File: config.mk
export PLATFORM = sky130hd
export DESIGN_NAME = logo_overlay_flat
export DESIGN_NICKNAME = d
export VERILOG_FILES = /design/src/rtl/logo_overlay_pkg.sv /design/src/rtl/logo_overlay_if.sv /design/src/rtl/logo_overlay_origin_fsm.sv /design/src/rtl/logo_overlay.sv /design/src/flat_wrapper.sv
export SDC_FILE = /design/constraint.sdc
export NUM_CORES = 1
export LEC_CHECK = 0
export CORE_UTILIZATION = 42
export CTS_CLUSTER_DIAMETER = 200
export CTS_CLUSTER_SIZE = 14
export DETAILED_ROUTE_END_ITERATION = 12
export GPL_TIMING_DRIVEN = 0
export PLACE_DENSITY = 0.84
export SKIP_LAST_GASP = 1
export SLEW_MARGIN = 15
export SYNTH_ARGS = -nofsm -noshare
export SYNTH_HDL_FRONTEND = slang
export SYNTH_SLANG_ARGS = --single-unit
File: constraint.sdc
create_clock -name clk -period 2.2 [get_ports clk]
set_input_delay 0.22 -clock clk [delete_from_list [all_inputs] [get_ports clk]]
set_output_delay 0.22 -clock clk [all_outputs]
set_load 0.01 [all_outputs]
File: src/rtl/logo_overlay_pkg.sv
// Shared constants and types for the logo overlay display stage.
// The logo dimensions live here so the logo image block can use the same
// row stride (LOGO_W) as the address generator.
// Optional feature macro: LOGO_TRANSPARENT_EN (colour-keyed transparency).
package logo_overlay_pkg;

    // Visible screen area (640x480 VGA).
    localparam int H_VISIBLE = 640;
    localparam int V_VISIBLE = 480;

    // Logo image geometry; LOGO_W is also the ROM row stride.
    localparam int LOGO_W = 250;
    localparam int LOGO_H = 100;

    // Horizontal placement: centred, (640-250)/2.
    localparam int LOGO_X0 = 195;

    // Vertical animation: start fully off-screen and slide up to TARGET_Y.
    localparam int START_Y  = 480;
    localparam int TARGET_Y = 100;
    localparam int STEP     = 4;

    // 12-bit RGB colour (4 bits per channel).
    typedef logic [11:0] color_t;

    // Colour treated as transparent when LOGO_TRANSPARENT_EN is defined.
    localparam color_t KEY_CLR = 12'h0F0;

    // Origin animation states.
    typedef enum logic {
        ST_SLIDE = 1'b0,
        ST_HOLD  = 1'b1
    } origin_state_t;

    // Zero-extend a scan coordinate so range compares cannot wrap.
    function automatic logic [10:0] ext11(input logic [9:0] v);
        return {1'b0, v};
    endfunction

endpackage

File: src/rtl/logo_overlay_if.sv
// Signal bundle between the scan-timing source / logo ROM and the overlay.
// Transfer semantics: there is no valid/ready handshake. Exactly one pixel
// is presented per clock and accepted unconditionally; rom_clr must carry
// the ROM data for the logo_x/logo_y presented one cycle earlier.
interface logo_overlay_if;
    import logo_overlay_pkg::*;

    logic [9:0]    pix_x;
    logic [8:0]    pix_y;
    logic          video_on_in;
    logic          hsync_in;
    logic          vsync_in;
    color_t        bg_clr;
    logic          restart;
    color_t        rom_clr;

    logic [9:0]    logo_x;
    logic [8:0]    logo_y;
    color_t        rgb;
    logic          hsync;
    logic          vsync;
    logic          settled;

    // Observation of the origin animation (current origin and FSM state).
    logic [8:0]    dbg_org_y;
    origin_state_t dbg_state;

    // Timing source / ROM side.
    modport master (
        output pix_x, pix_y, video_on_in, hsync_in, vsync_in, bg_clr,
               restart, rom_clr,
        input  logo_x, logo_y, rgb, hsync, vsync, settled,
               dbg_org_y, dbg_state
    );

    // Overlay stage side.
    modport slave (
        input  pix_x, pix_y, video_on_in, hsync_in, vsync_in, bg_clr,
               restart, rom_clr,
        output logo_x, logo_y, rgb, hsync, vsync, settled,
               dbg_org_y, dbg_state
    );

endinterface

File: src/rtl/logo_overlay_origin_fsm.sv
// Vertical origin animation for the logo: detects the once-per-frame tick
// in vertical blanking, slides the origin up by STEP per frame until it
// reaches TARGET_Y, then holds. A restart pulse replays the slide-in.
module logo_origin_fsm
    import logo_overlay_pkg::*;
(
    input  logic          clk,
    input  logic          rst,
    input  logic [9:0]    pix_x_i,
    input  logic [8:0]    pix_y_i,
    input  logic          restart_i,
    output logic [8:0]    org_y_o,
    output logic          settled_o,
    output origin_state_t state_o
);

    // Tick sits at the start of the first blanking line, so the origin
    // never moves while a visible frame is being drawn.
    logic tick;
    assign tick = (pix_x_i == 10'd0) && (pix_y_i == 9'(V_VISIBLE));

    origin_state_t state_q;
    logic [8:0]    org_y_q;
    logic          settled_q;

    // Origin state machine: reset > restart > frame tick.
    always_ff @(posedge clk) begin
        if (rst) begin
            state_q   <= ST_SLIDE;
            org_y_q   <= 9'(START_Y);
            settled_q <= 1'b0;
        end else if (restart_i) begin
            state_q   <= ST_SLIDE;
            org_y_q   <= 9'(START_Y);
            settled_q <= 1'b0;
        end else begin
            case (state_q)
                ST_SLIDE: begin
                    if (tick) begin
                        if (org_y_q <= 9'(TARGET_Y + STEP)) begin
                            // Clamp exactly onto the target instead of overshooting.
                            org_y_q   <= 9'(TARGET_Y);
                            state_q   <= ST_HOLD;
                            settled_q <= 1'b1;
                        end else begin
                            org_y_q <= org_y_q - 9'(STEP);
                        end
                    end
                end
                ST_HOLD: begin
                    settled_q <= 1'b1;
                end
                default: begin
                    state_q   <= ST_SLIDE;
                    org_y_q   <= 9'(START_Y);
                    settled_q <= 1'b0;
                end
            endcase
        end
    end

    assign org_y_o   = org_y_q;
    assign settled_o = settled_q;
    assign state_o   = state_q;

endmodule

File: src/rtl/logo_overlay.sv
// Logo overlay display stage. Converts scan coordinates into logo-relative
// ROM addresses, merges the returned logo colour over the background and
// delays the syncs to match. Total latency from pix_x/pix_y to rgb is
// 3 cycles: S1 (address + side-band), S2 (ROM read in flight), output.
// Optional feature macro: LOGO_TRANSPARENT_EN -- when defined, logo pixels
// equal to KEY_CLR show the background instead.
module logo_overlay
    import logo_overlay_pkg::*;
(
    input  logic          clk,
    input  logic          rst,
    logo_overlay_if.slave bus
);

    // ------------------------------------------------------------------
    // Origin animation
    // ------------------------------------------------------------------
    logic [8:0]    org_y;
    logic          settled;
    origin_state_t org_state;

    logo_origin_fsm u_origin (
        .clk       (clk),
        .rst       (rst),
        .pix_x_i   (bus.pix_x),
        .pix_y_i   (bus.pix_y),
        .restart_i (bus.restart),
        .org_y_o   (org_y),
        .settled_o (settled),
        .state_o   (org_state)
    );

    // ------------------------------------------------------------------
    // Logo window detection and address generation
    // ------------------------------------------------------------------
    // 11-bit compares: org_y + LOGO_H can exceed 511 while sliding in.
    logic [10:0] x_ext;
    logic [10:0] y_ext;
    logic [10:0] org_ext;
    logic [10:0] dx;
    logic [10:0] dy;
    logic        in_logo;
    logic [9:0]  logo_x_d;
    logic [8:0]  logo_y_d;

    assign x_ext   = ext11(bus.pix_x);
    assign y_ext   = ext11({1'b0, bus.pix_y});
    assign org_ext = ext11({1'b0, org_y});
    assign dx      = x_ext - 11'(LOGO_X0);
    assign dy      = y_ext - org_ext;

    // Window test and logo-relative address; address parks at 0 outside.
    always_comb begin
        in_logo  = bus.video_on_in
                 && (x_ext >= 11'(LOGO_X0))
                 && (x_ext <  11'(LOGO_X0 + LOGO_W))
                 && (y_ext >= org_ext)
                 && (y_ext <  org_ext + 11'(LOGO_H));
        logo_x_d = '0;
        logo_y_d = '0;
        if (in_logo) begin
            logo_x_d = dx[9:0];
            logo_y_d = dy[8:0];
        end
    end

    // ------------------------------------------------------------------
    // S1: ROM address plus side-band for the same pixel
    // ------------------------------------------------------------------
    logic [9:0] logo_x_q;
    logic [8:0] logo_y_q;
    logic       in_logo_s1_q;
    logic       von_s1_q;
    logic       hs_s1_q;
    logic       vs_s1_q;
    color_t     bg_s1_q;

    // Register the ROM address and everything that must travel with it.
    always_ff @(posedge clk) begin
        if (rst) begin
            logo_x_q     <= '0;
            logo_y_q     <= '0;
            in_logo_s1_q <= 1'b0;
            von_s1_q     <= 1'b0;
            hs_s1_q      <= 1'b1;
            vs_s1_q      <= 1'b1;
            bg_s1_q      <= '0;
        end else begin
            logo_x_q     <= logo_x_d;
            logo_y_q     <= logo_y_d;
            in_logo_s1_q <= in_logo;
            von_s1_q     <= bus.video_on_in;
            hs_s1_q      <= bus.hsync_in;
            vs_s1_q      <= bus.vsync_in;
            bg_s1_q      <= bus.bg_clr;
        end
    end

    // ------------------------------------------------------------------
    // S2: side-band waits here while the ROM returns rom_clr
    // ------------------------------------------------------------------
    logic   in_logo_s2_q;
    logic   von_s2_q;
    logic   hs_s2_q;
    logic   vs_s2_q;
    color_t bg_s2_q;

    // Second delay stage to line up with the one-cycle ROM read.
    always_ff @(posedge clk) begin
        if (rst) begin
            in_logo_s2_q <= 1'b0;
            von_s2_q     <= 1'b0;
            hs_s2_q      <= 1'b1;
            vs_s2_q      <= 1'b1;
            bg_s2_q      <= '0;
        end else begin
            in_logo_s2_q <= in_logo_s1_q;
            von_s2_q     <= von_s1_q;
            hs_s2_q      <= hs_s1_q;
            vs_s2_q      <= vs_s1_q;
            bg_s2_q      <= bg_s1_q;
        end
    end

    // ------------------------------------------------------------------
    // Colour select and output registers
    // ------------------------------------------------------------------
    color_t rgb_d;

    // Blank outside the visible area, logo over background inside it.
    always_comb begin
        rgb_d = '0;
        if (von_s2_q) begin
            if (in_logo_s2_q) begin
`ifdef LOGO_TRANSPARENT_EN
                rgb_d = (bus.rom_clr == KEY_CLR) ? bg_s2_q : bus.rom_clr;
`else
                rgb_d = bus.rom_clr;
`endif
            end else begin
                rgb_d = bg_s2_q;
            end
        end
    end

    color_t rgb_q;
    logic   hs_q;
    logic   vs_q;

    // Final pixel colour and syncs, three cycles after the scan position.
    always_ff @(posedge clk) begin
        if (rst) begin
            rgb_q <= '0;
            hs_q  <= 1'b1;
            vs_q  <= 1'b1;
        end else begin
            rgb_q <= rgb_d;
            hs_q  <= hs_s2_q;
            vs_q  <= vs_s2_q;
        end
    end

    assign bus.logo_x    = logo_x_q;
    assign bus.logo_y    = logo_y_q;
    assign bus.rgb       = rgb_q;
    assign bus.hsync     = hs_q;
    assign bus.vsync     = vs_q;
    assign bus.settled   = settled;
    assign bus.dbg_org_y = org_y;
    assign bus.dbg_state = org_state;

endmodule

File: src/flat_wrapper.sv
// flat-port wrapper written by rule: the top's interface ports become plain ports
module logo_overlay_flat import logo_overlay_pkg::*;
  (clk, rst, bus_pix_x, bus_pix_y, bus_video_on_in, bus_hsync_in, bus_vsync_in, bus_bg_clr, bus_restart, bus_rom_clr, bus_logo_x, bus_logo_y, bus_rgb, bus_hsync, bus_vsync, bus_settled, bus_dbg_org_y, bus_dbg_state);
  logo_overlay_if bus_i ();
  input  logic clk;
  input  logic rst;
  input wire logic [$bits(bus_i.pix_x)-1:0] bus_pix_x;
  input wire logic [$bits(bus_i.pix_y)-1:0] bus_pix_y;
  input wire logic [$bits(bus_i.video_on_in)-1:0] bus_video_on_in;
  input wire logic [$bits(bus_i.hsync_in)-1:0] bus_hsync_in;
  input wire logic [$bits(bus_i.vsync_in)-1:0] bus_vsync_in;
  input wire logic [$bits(bus_i.bg_clr)-1:0] bus_bg_clr;
  input wire logic [$bits(bus_i.restart)-1:0] bus_restart;
  input wire logic [$bits(bus_i.rom_clr)-1:0] bus_rom_clr;
  output wire logic [$bits(bus_i.logo_x)-1:0] bus_logo_x;
  output wire logic [$bits(bus_i.logo_y)-1:0] bus_logo_y;
  output wire logic [$bits(bus_i.rgb)-1:0] bus_rgb;
  output wire logic [$bits(bus_i.hsync)-1:0] bus_hsync;
  output wire logic [$bits(bus_i.vsync)-1:0] bus_vsync;
  output wire logic [$bits(bus_i.settled)-1:0] bus_settled;
  output wire logic [$bits(bus_i.dbg_org_y)-1:0] bus_dbg_org_y;
  output wire logic [$bits(bus_i.dbg_state)-1:0] bus_dbg_state;
  assign bus_i.pix_x = bus_pix_x;
  assign bus_i.pix_y = bus_pix_y;
  assign bus_i.video_on_in = bus_video_on_in;
  assign bus_i.hsync_in = bus_hsync_in;
  assign bus_i.vsync_in = bus_vsync_in;
  assign bus_i.bg_clr = bus_bg_clr;
  assign bus_i.restart = bus_restart;
  assign bus_i.rom_clr = bus_rom_clr;
  assign bus_logo_x = bus_i.logo_x;
  assign bus_logo_y = bus_i.logo_y;
  assign bus_rgb = bus_i.rgb;
  assign bus_hsync = bus_i.hsync;
  assign bus_vsync = bus_i.vsync;
  assign bus_settled = bus_i.settled;
  assign bus_dbg_org_y = bus_i.dbg_org_y;
  assign bus_dbg_state = bus_i.dbg_state;
  logo_overlay u_core (.clk(clk), .rst(rst), .bus(bus_i));
endmodule
---- Word level (Yosys, flattened, before mapping) ----
Cells that the tools add are included.
word-level totals
  logic and storage cells ................. 52
  output and inout port bits .............. 44
  flip-flop bits (word level) ............. 76
operators by class
  reduce and logical (&&, ||, !) cells .... 11
  magnitude comparators ................... 5
  mux-type cells .......................... 8
  bitwise operators ....................... 3
  add/sub/neg operators ................... 4
  eq/ne operators ......................... 3
operators by type and width
  operator                 number
  $mux W12                 1
  $lt A9 B11 Y1            1
  $add A9 B7 Y10 const B   1
  $ge A10 B8 Y1 const B    1
  $logic_not A10 Y1        1
  $lt A10 B9 Y1 const B    1
  $sub A10 B8 Y10 const B  1
  $eq A9 B9 Y1 const B     1
  $ge A9 B9 Y1             1
  $le A9 B7 Y1 const B     1
  $mux W9                  1
  $sub A9 B3 Y9 const B    1
  $sub A9 B9 Y9            1
  $reduce_or A2 Y1         3
  $logic_and A1 B1 Y1      5
  $mux W1                  5
  $ne A2 B2 Y1 const B     2
  $reduce_and A2 Y1        2
  $not A1 Y1               3
  $pmux W1 S2              1

---- Depth between registers and ports, before layout ----
  depth in word-level cells ............... 7
  depth in mapped cells ................... 12

---- Hierarchy ----
Synthesis repeated with hierarchy kept, for this count alone.
unflattened totals
  cell total of the unflattened synthesis .. 335
  area total of the unflattened synthesis .. 3,225.6 um^2
by module, submodules not included
  module           area an instance (um^2)  instances  seq. area each (um^2)  cells an instance
  logo_overlay     2,667.6                  1          1,301.2                265
  logo_origin_fsm  558.0                    1          180.2                  70

---- Least setup slack after synthesis ----
No wires, ideal clock.
  kind .................................... reg2reg
  start ................................... register u_core.u_origin.org_y_q[3], in the netlist u_core.u_origin.org_y_o[3]
  end ..................................... register u_core.logo_y_q[3], in the netlist u_core.bus.logo_y[3]
  data required time ...................... 2.070 ns
  arrival ................................. 2.374 ns
  stages on the path, launching flop included .. 13
  setup slack ............................. -0.303 ns
  cells stage by stage .................... dfxtp_1 -> ha_1 -> nand2_1 -> nand2_1 -> nand2_1 -> xnor2_1 -> ha_1 -> nand2_1 -> o21ai_0 -> a21oi_1 -> o2111ai_1 -> buf_2 -> nor3_1
between the ends
  longest elaborated chain between the ends .. 5
ends and longest elaborated chain
  item                                                  line                                    text
  start: declaration                                    logo_overlay_origin_fsm.sv:23           logic [8:0] org_y_q;
  start signal: assignment                              logo_overlay_origin_fsm.sv:30           org_y_q <= 9'(START_Y);
  start signal: assignment                              logo_overlay_origin_fsm.sv:34           org_y_q <= 9'(START_Y);
  start signal: assignment                              logo_overlay_origin_fsm.sv:42           org_y_q <= 9'(TARGET_Y);
  $add A9 B7 Y10 or $ge A9 B9 Y1 (tied branches)        logo_overlay.sv:58, logo_overlay.sv:57
  $lt A9 B11 Y1 or $logic_and A1 B1 Y1 (tied branches)  logo_overlay.sv:58, logo_overlay.sv:57
  $logic_and A1 B1 Y1                                   logo_overlay.sv:58                      && (y_ext < org_ext + 11'(LOGO_H));
  $not A1 Y1 (no source line)                           n/a
  $reduce_or A2 Y1 (no source line)                     n/a
  end signal: assignment                                logo_overlay.sv:90                      logo_y_q <= logo_y_d;
  end: declaration                                      logo_overlay.sv:71                      logic [8:0] logo_y_q;
Parallel ways exist; a longest one is shown, timed or not.
A chain may end at the register's enable or synchronous reset.

---- Final worst setup path ----
  start ................................... register u_core.u_origin.org_y_q[6], in the netlist u_core.u_origin.org_y_o[6]
  end ..................................... register u_core.logo_x_q[2], in the netlist u_core.bus.logo_x[2]
between the ends
  longest elaborated chain between the ends .. 5
ends and longest elaborated chain
  item                                                  line                                    text
  $add A9 B7 Y10 or $ge A9 B9 Y1 (tied branches)        logo_overlay.sv:58, logo_overlay.sv:57
  $lt A9 B11 Y1 or $logic_and A1 B1 Y1 (tied branches)  logo_overlay.sv:58, logo_overlay.sv:57
  $logic_and A1 B1 Y1 *                                 logo_overlay.sv:58
  $not A1 Y1 (no source line) *                         n/a
  $reduce_or A2 Y1 (no source line) *                   n/a
  end signal: assignment                                logo_overlay.sv:89                      logo_x_q <= logo_x_d;
  end: declaration                                      logo_overlay.sv:70                      logic [9:0] logo_x_q;
Mark *: on every way between the ends. The rest lies on a longest branch, timed or not.

==> out/results.tsv <==
stage	metric	value	unit
synth	Synth warnings	0	
final_layout	fin nets	509	
detailed_routing	DRT Pass-1 Iters	4	
die	Initial Util	43.4	%
timing	TNS Setup	-46.9	ps
clock_network	CTS Sinks	74	
grt	initial antenna violation count	0	
timing	Worst slew margin	55.5	%
pwr	LEAKAGE	1.76	nW
grt	grt met2 use	35.0	%
final_layout	commonest non-fill, non-tap cell in the layout	clkdlybuf4s50_1	
die	Core Area	7210	um2
detailed_routing	Vias per Instance	4.91	
grt	met1 Use GR	22.6	%
setup_path	Critical path buffers and inverters	1	
clock_network	CTS tree	yes	
timing	timing-limited maximum frequency	0.450	GHz
place	DP Wirelength	5260	um
setup_path	kind of end point of the critical path	flip-flop	
timing	Final setup viols	4	
final_layout	most frequent cells in the layout	clkdlybuf4s50_1, dfxtp_1, nor2b_1	
detailed_routing	DR DRC count	0	
synth	FFs w/ async S/R, synth	0	%
clock_network	total CTS buffers	9	
timing	period utilization	101	%
run_status	status	complete, but fails checks	
detailed_routing	Detailed Route WL	7430	um
place	DP Area	4180	um2
place	Place WS	-500	ps
pwr	Worst VDD drop	0.000243	V
die	Die ar.	7800	um2
final_layout	Synth-to-Final Area Change	49.0	%
clock_network	clock latency on the worst-skew pair	350	ps
synth	cell count after synthesis	325	
clock_network	clock-pin slew on the worst setup and hold paths	80	ps
place	RePlAce Congestion	0.903	
pwr	Int Power	1.95	mW
timing	Min Clock Period, post-route	2220	ps
timing	Final WS setup	-21.0	ps
setup_path	cells along the critical path	nor2_4, nand2_1, nand2_1, xnor2_1, ha_1, a21oi_2, o21ai_2, a21oi_2, o2111ai_4, buf_6, nor3_1	
grt	global-route wire length before repair	11500	um
timing	worst slew pin tran	667	ps
pwr	total power	2.64	mW
synth	mapped cell area	3130	um2
grt	routing usage on met3	5.04	%
pwr	Clock Power Share	37.0	%
final_layout	# fillers	585	
pwr	Comb power frac	11.1	%
detailed_routing	WL per Instance	13.7	um
final_layout	ANT cells	0	
clock_network	CTS Buffer Depth	2	
die	Die Span X	88.3	um
synth	Top FF cell, synth	dfxtp_1	
setup_path	critical path class	flip-flop to flip-flop	
die	cell row count	31	
setup_path	critical path required time	2480	ps
place	port bufs	90	
detailed_routing	vias	2660	
synth	sequential share of the synthesized area	47.3	%
final_layout	post-route cell area	4660	um2
timing	skew final	5.42	ps
synth	EDFF count, synth	0	
clock_network	htree depth	3	
setup_path	max incr delay on CP	480	ps
grt	All-Layer GR Usage	19.8	%
clock_network	CTS root buffer	clkbuf_8	
setup_path	crit start category	flip-flop	
grt	vias in the first global route	2527	
timing	Slew Limit Fails	0	
worst_hold_path	Hold Path Class	flip-flop to flip-flop	
grt	largest net degree at the start of global routing	16	
pwr	Switching Fraction	26.1	%
place	placed cell count	517	
die	Die Y-Extent	88.3	um
setup_path	Worst path top cell family by delay	compound AO/OA/AOI/OAI gates	
grt	Congestion Overflow GR	0	
detailed_routing	DRT antenna net count	0	
final_layout	Non-Filler Instances	542	
pwr	part of the power in registers	51.9	%
detailed_routing	1st-iter DRT viols	41	
run_status	failing checks	negative setup slack	
timing	unrepaired setup endpoints after global routing	true	
clock_network	CTS Hold Bufs	0	
setup_path	critical path peak fanout	7	
pwr	Power Density	566	nW/um2
grt	busiest layer in global routing	met2	
synth	#FFs+latches synth	74	
pwr	Sw Pwr	0.690	mW
synth	library cells used by synthesis	46	
final_layout	layout cell share with drive strength beyond 1	16.7	%
run	Max Cap Viol	0	
die	I/O Pins	93	
timing	Final Hold Vio Count	0	
setup_path	WP data arrival	2500	ps
setup_path	Slowest cell on crit path	dfxtp_1	
synth	Mean Syn Cell Area	9.63	um2
kinds of logic (layout without fill, tap and decap cells):
kind of cell | count (synthesis) | in the layout | synth area share, %
other | 2 | 5 | 0.240
AND/OR/NAND/NOR | 124 | 124 | 22.0
flip-flops | 74 | 74 | 47.3
multiplexers | 12 | 12 | 3.84
buffers and inverters | 29 | 144 | 3.84
AO/OA/AOI/OAI | 45 | 45 | 9.20
XOR/XNOR | 17 | 17 | 4.76
adder cells (fa/ha/maj) | 22 | 22 | 8.80
state kept, by name (all words and copies together), names as in the netlist:
signal                     cells
u_core.bus.logo_x             10
u_core.von_s1_q                1
u_core.u_origin.settled_o      1
u_core.bus.rgb                12
u_core.bus.vsync               1
u_core.in_logo_s1_q            1
u_core.bus.hsync               1
u_core.bus.logo_y              9
u_core.u_origin.state_o        1
u_core.bg_s2_q                12
u_core.bg_s1_q                12
u_core.in_logo_s2_q            1
u_core.vs_s1_q                 1
u_core.u_origin.org_y_o        7
u_core.hs_s1_q                 1
u_core.von_s2_q                1
u_core.vs_s2_q                 1
u_core.hs_s2_q                 1
final timing paths:
kind | from | endpoint | slack, ps | depth (start not counted)
worst min-delay path | u_core.hs_s1_q | u_core.hs_s2_q | 410 | 1
worst max-delay path | u_core.u_origin.org_y_o[6] | u_core.bus.logo_x[2] | -20 | 11
worst max register to register | u_core.u_origin.org_y_o[6] | u_core.bus.logo_x[2] | -20 | 11
worst min register to register | u_core.hs_s1_q | u_core.hs_s2_q | 410 | 1
Yosys cell counts (2+ instances only):
library cell / n / area (um2)
nor4b_1: 2 / 17.5
xnor2_1: 10 / 87.6
ha_1: 22 / 275
buf_4: 2 / 15.0
nor3_1: 18 / 90.1
nand2_1: 16 / 60.1
nand4_1: 4 / 25.0
nor2_1: 24 / 90.1
clkbuf_1: 7 / 26.3
or2_2: 7 / 43.8
nor4b_2: 2 / 30.0
a31oi_1: 3 / 18.8
a21oi_1: 15 / 75.1
mux2i_1: 12 / 120
nor4_1: 2 / 12.5
o21ai_0: 8 / 40.0
o21bai_1: 2 / 15.0
a21o_1: 4 / 30.0
a211oi_1: 2 / 15.0
or4_1: 2 / 15.0
and3_1: 2 / 12.5
inv_1: 15 / 56.3
buf_2: 3 / 15.0
nand3_1: 4 / 20.0
nor3b_1: 6 / 45.0
buf_1: 2 / 7.51
xor2_1: 7 / 61.3
conb_1: 2 / 7.51
dfxtp_1: 74 / 1480
nor2b_1: 30 / 188
stage by stage:
stage	util, %	hold WS (ps)
2_1_floorplan	-	292
3_3_place_gp	58.0	393
3_5_place_dp	58.0	394
4_1_cts	62.9	401
5_1_grt	64.6	417
6_report	64.6	414
what timing repair did:
item,in CTS,in global routing
pin swaps,4,15
gates resized for setup,28,22
endpoints found under the setup margin,19,23
gates cloned,1,0
buffers inserted,6,3
power by group through the flow:
stage                     clock network (mW)  registers (mW)  logic (mW)
after floorplan                            0            1.41       0.124
after global placement                     0            1.40       0.255
after detailed placement                   0            1.40       0.262
after CTS                               1.00            1.37       0.279
after global routing                    1.06            1.37       0.320
final                                  0.976            1.37       0.293
routing by layer:
metal | part of all wire, % | up-vias
li1 | - | 1331
met1 | 41 | 1206
met2 | 50 | 111
met3 | 7.3 | 12
met4 | 1.7 | 0
met5 | 0 | -
area by class of cell:
class | instances | area [um2] | share of cell area [%]
plain buffers | 13 | 83.8 | 1.80
clock buffers | 9 | 124 | 2.66
clock inverters | 7 | 60.1 | 1.29
inverters | 15 | 56.3 | 1.21
multi-input cells | 225 | 1740 | 37.3
flip-flops and latches | 74 | 1490 | 32.0
well taps | 99 | 124 | 2.66
repair buffers | 100 | 987 | 21.2
(Power assumes the default switching activity.)
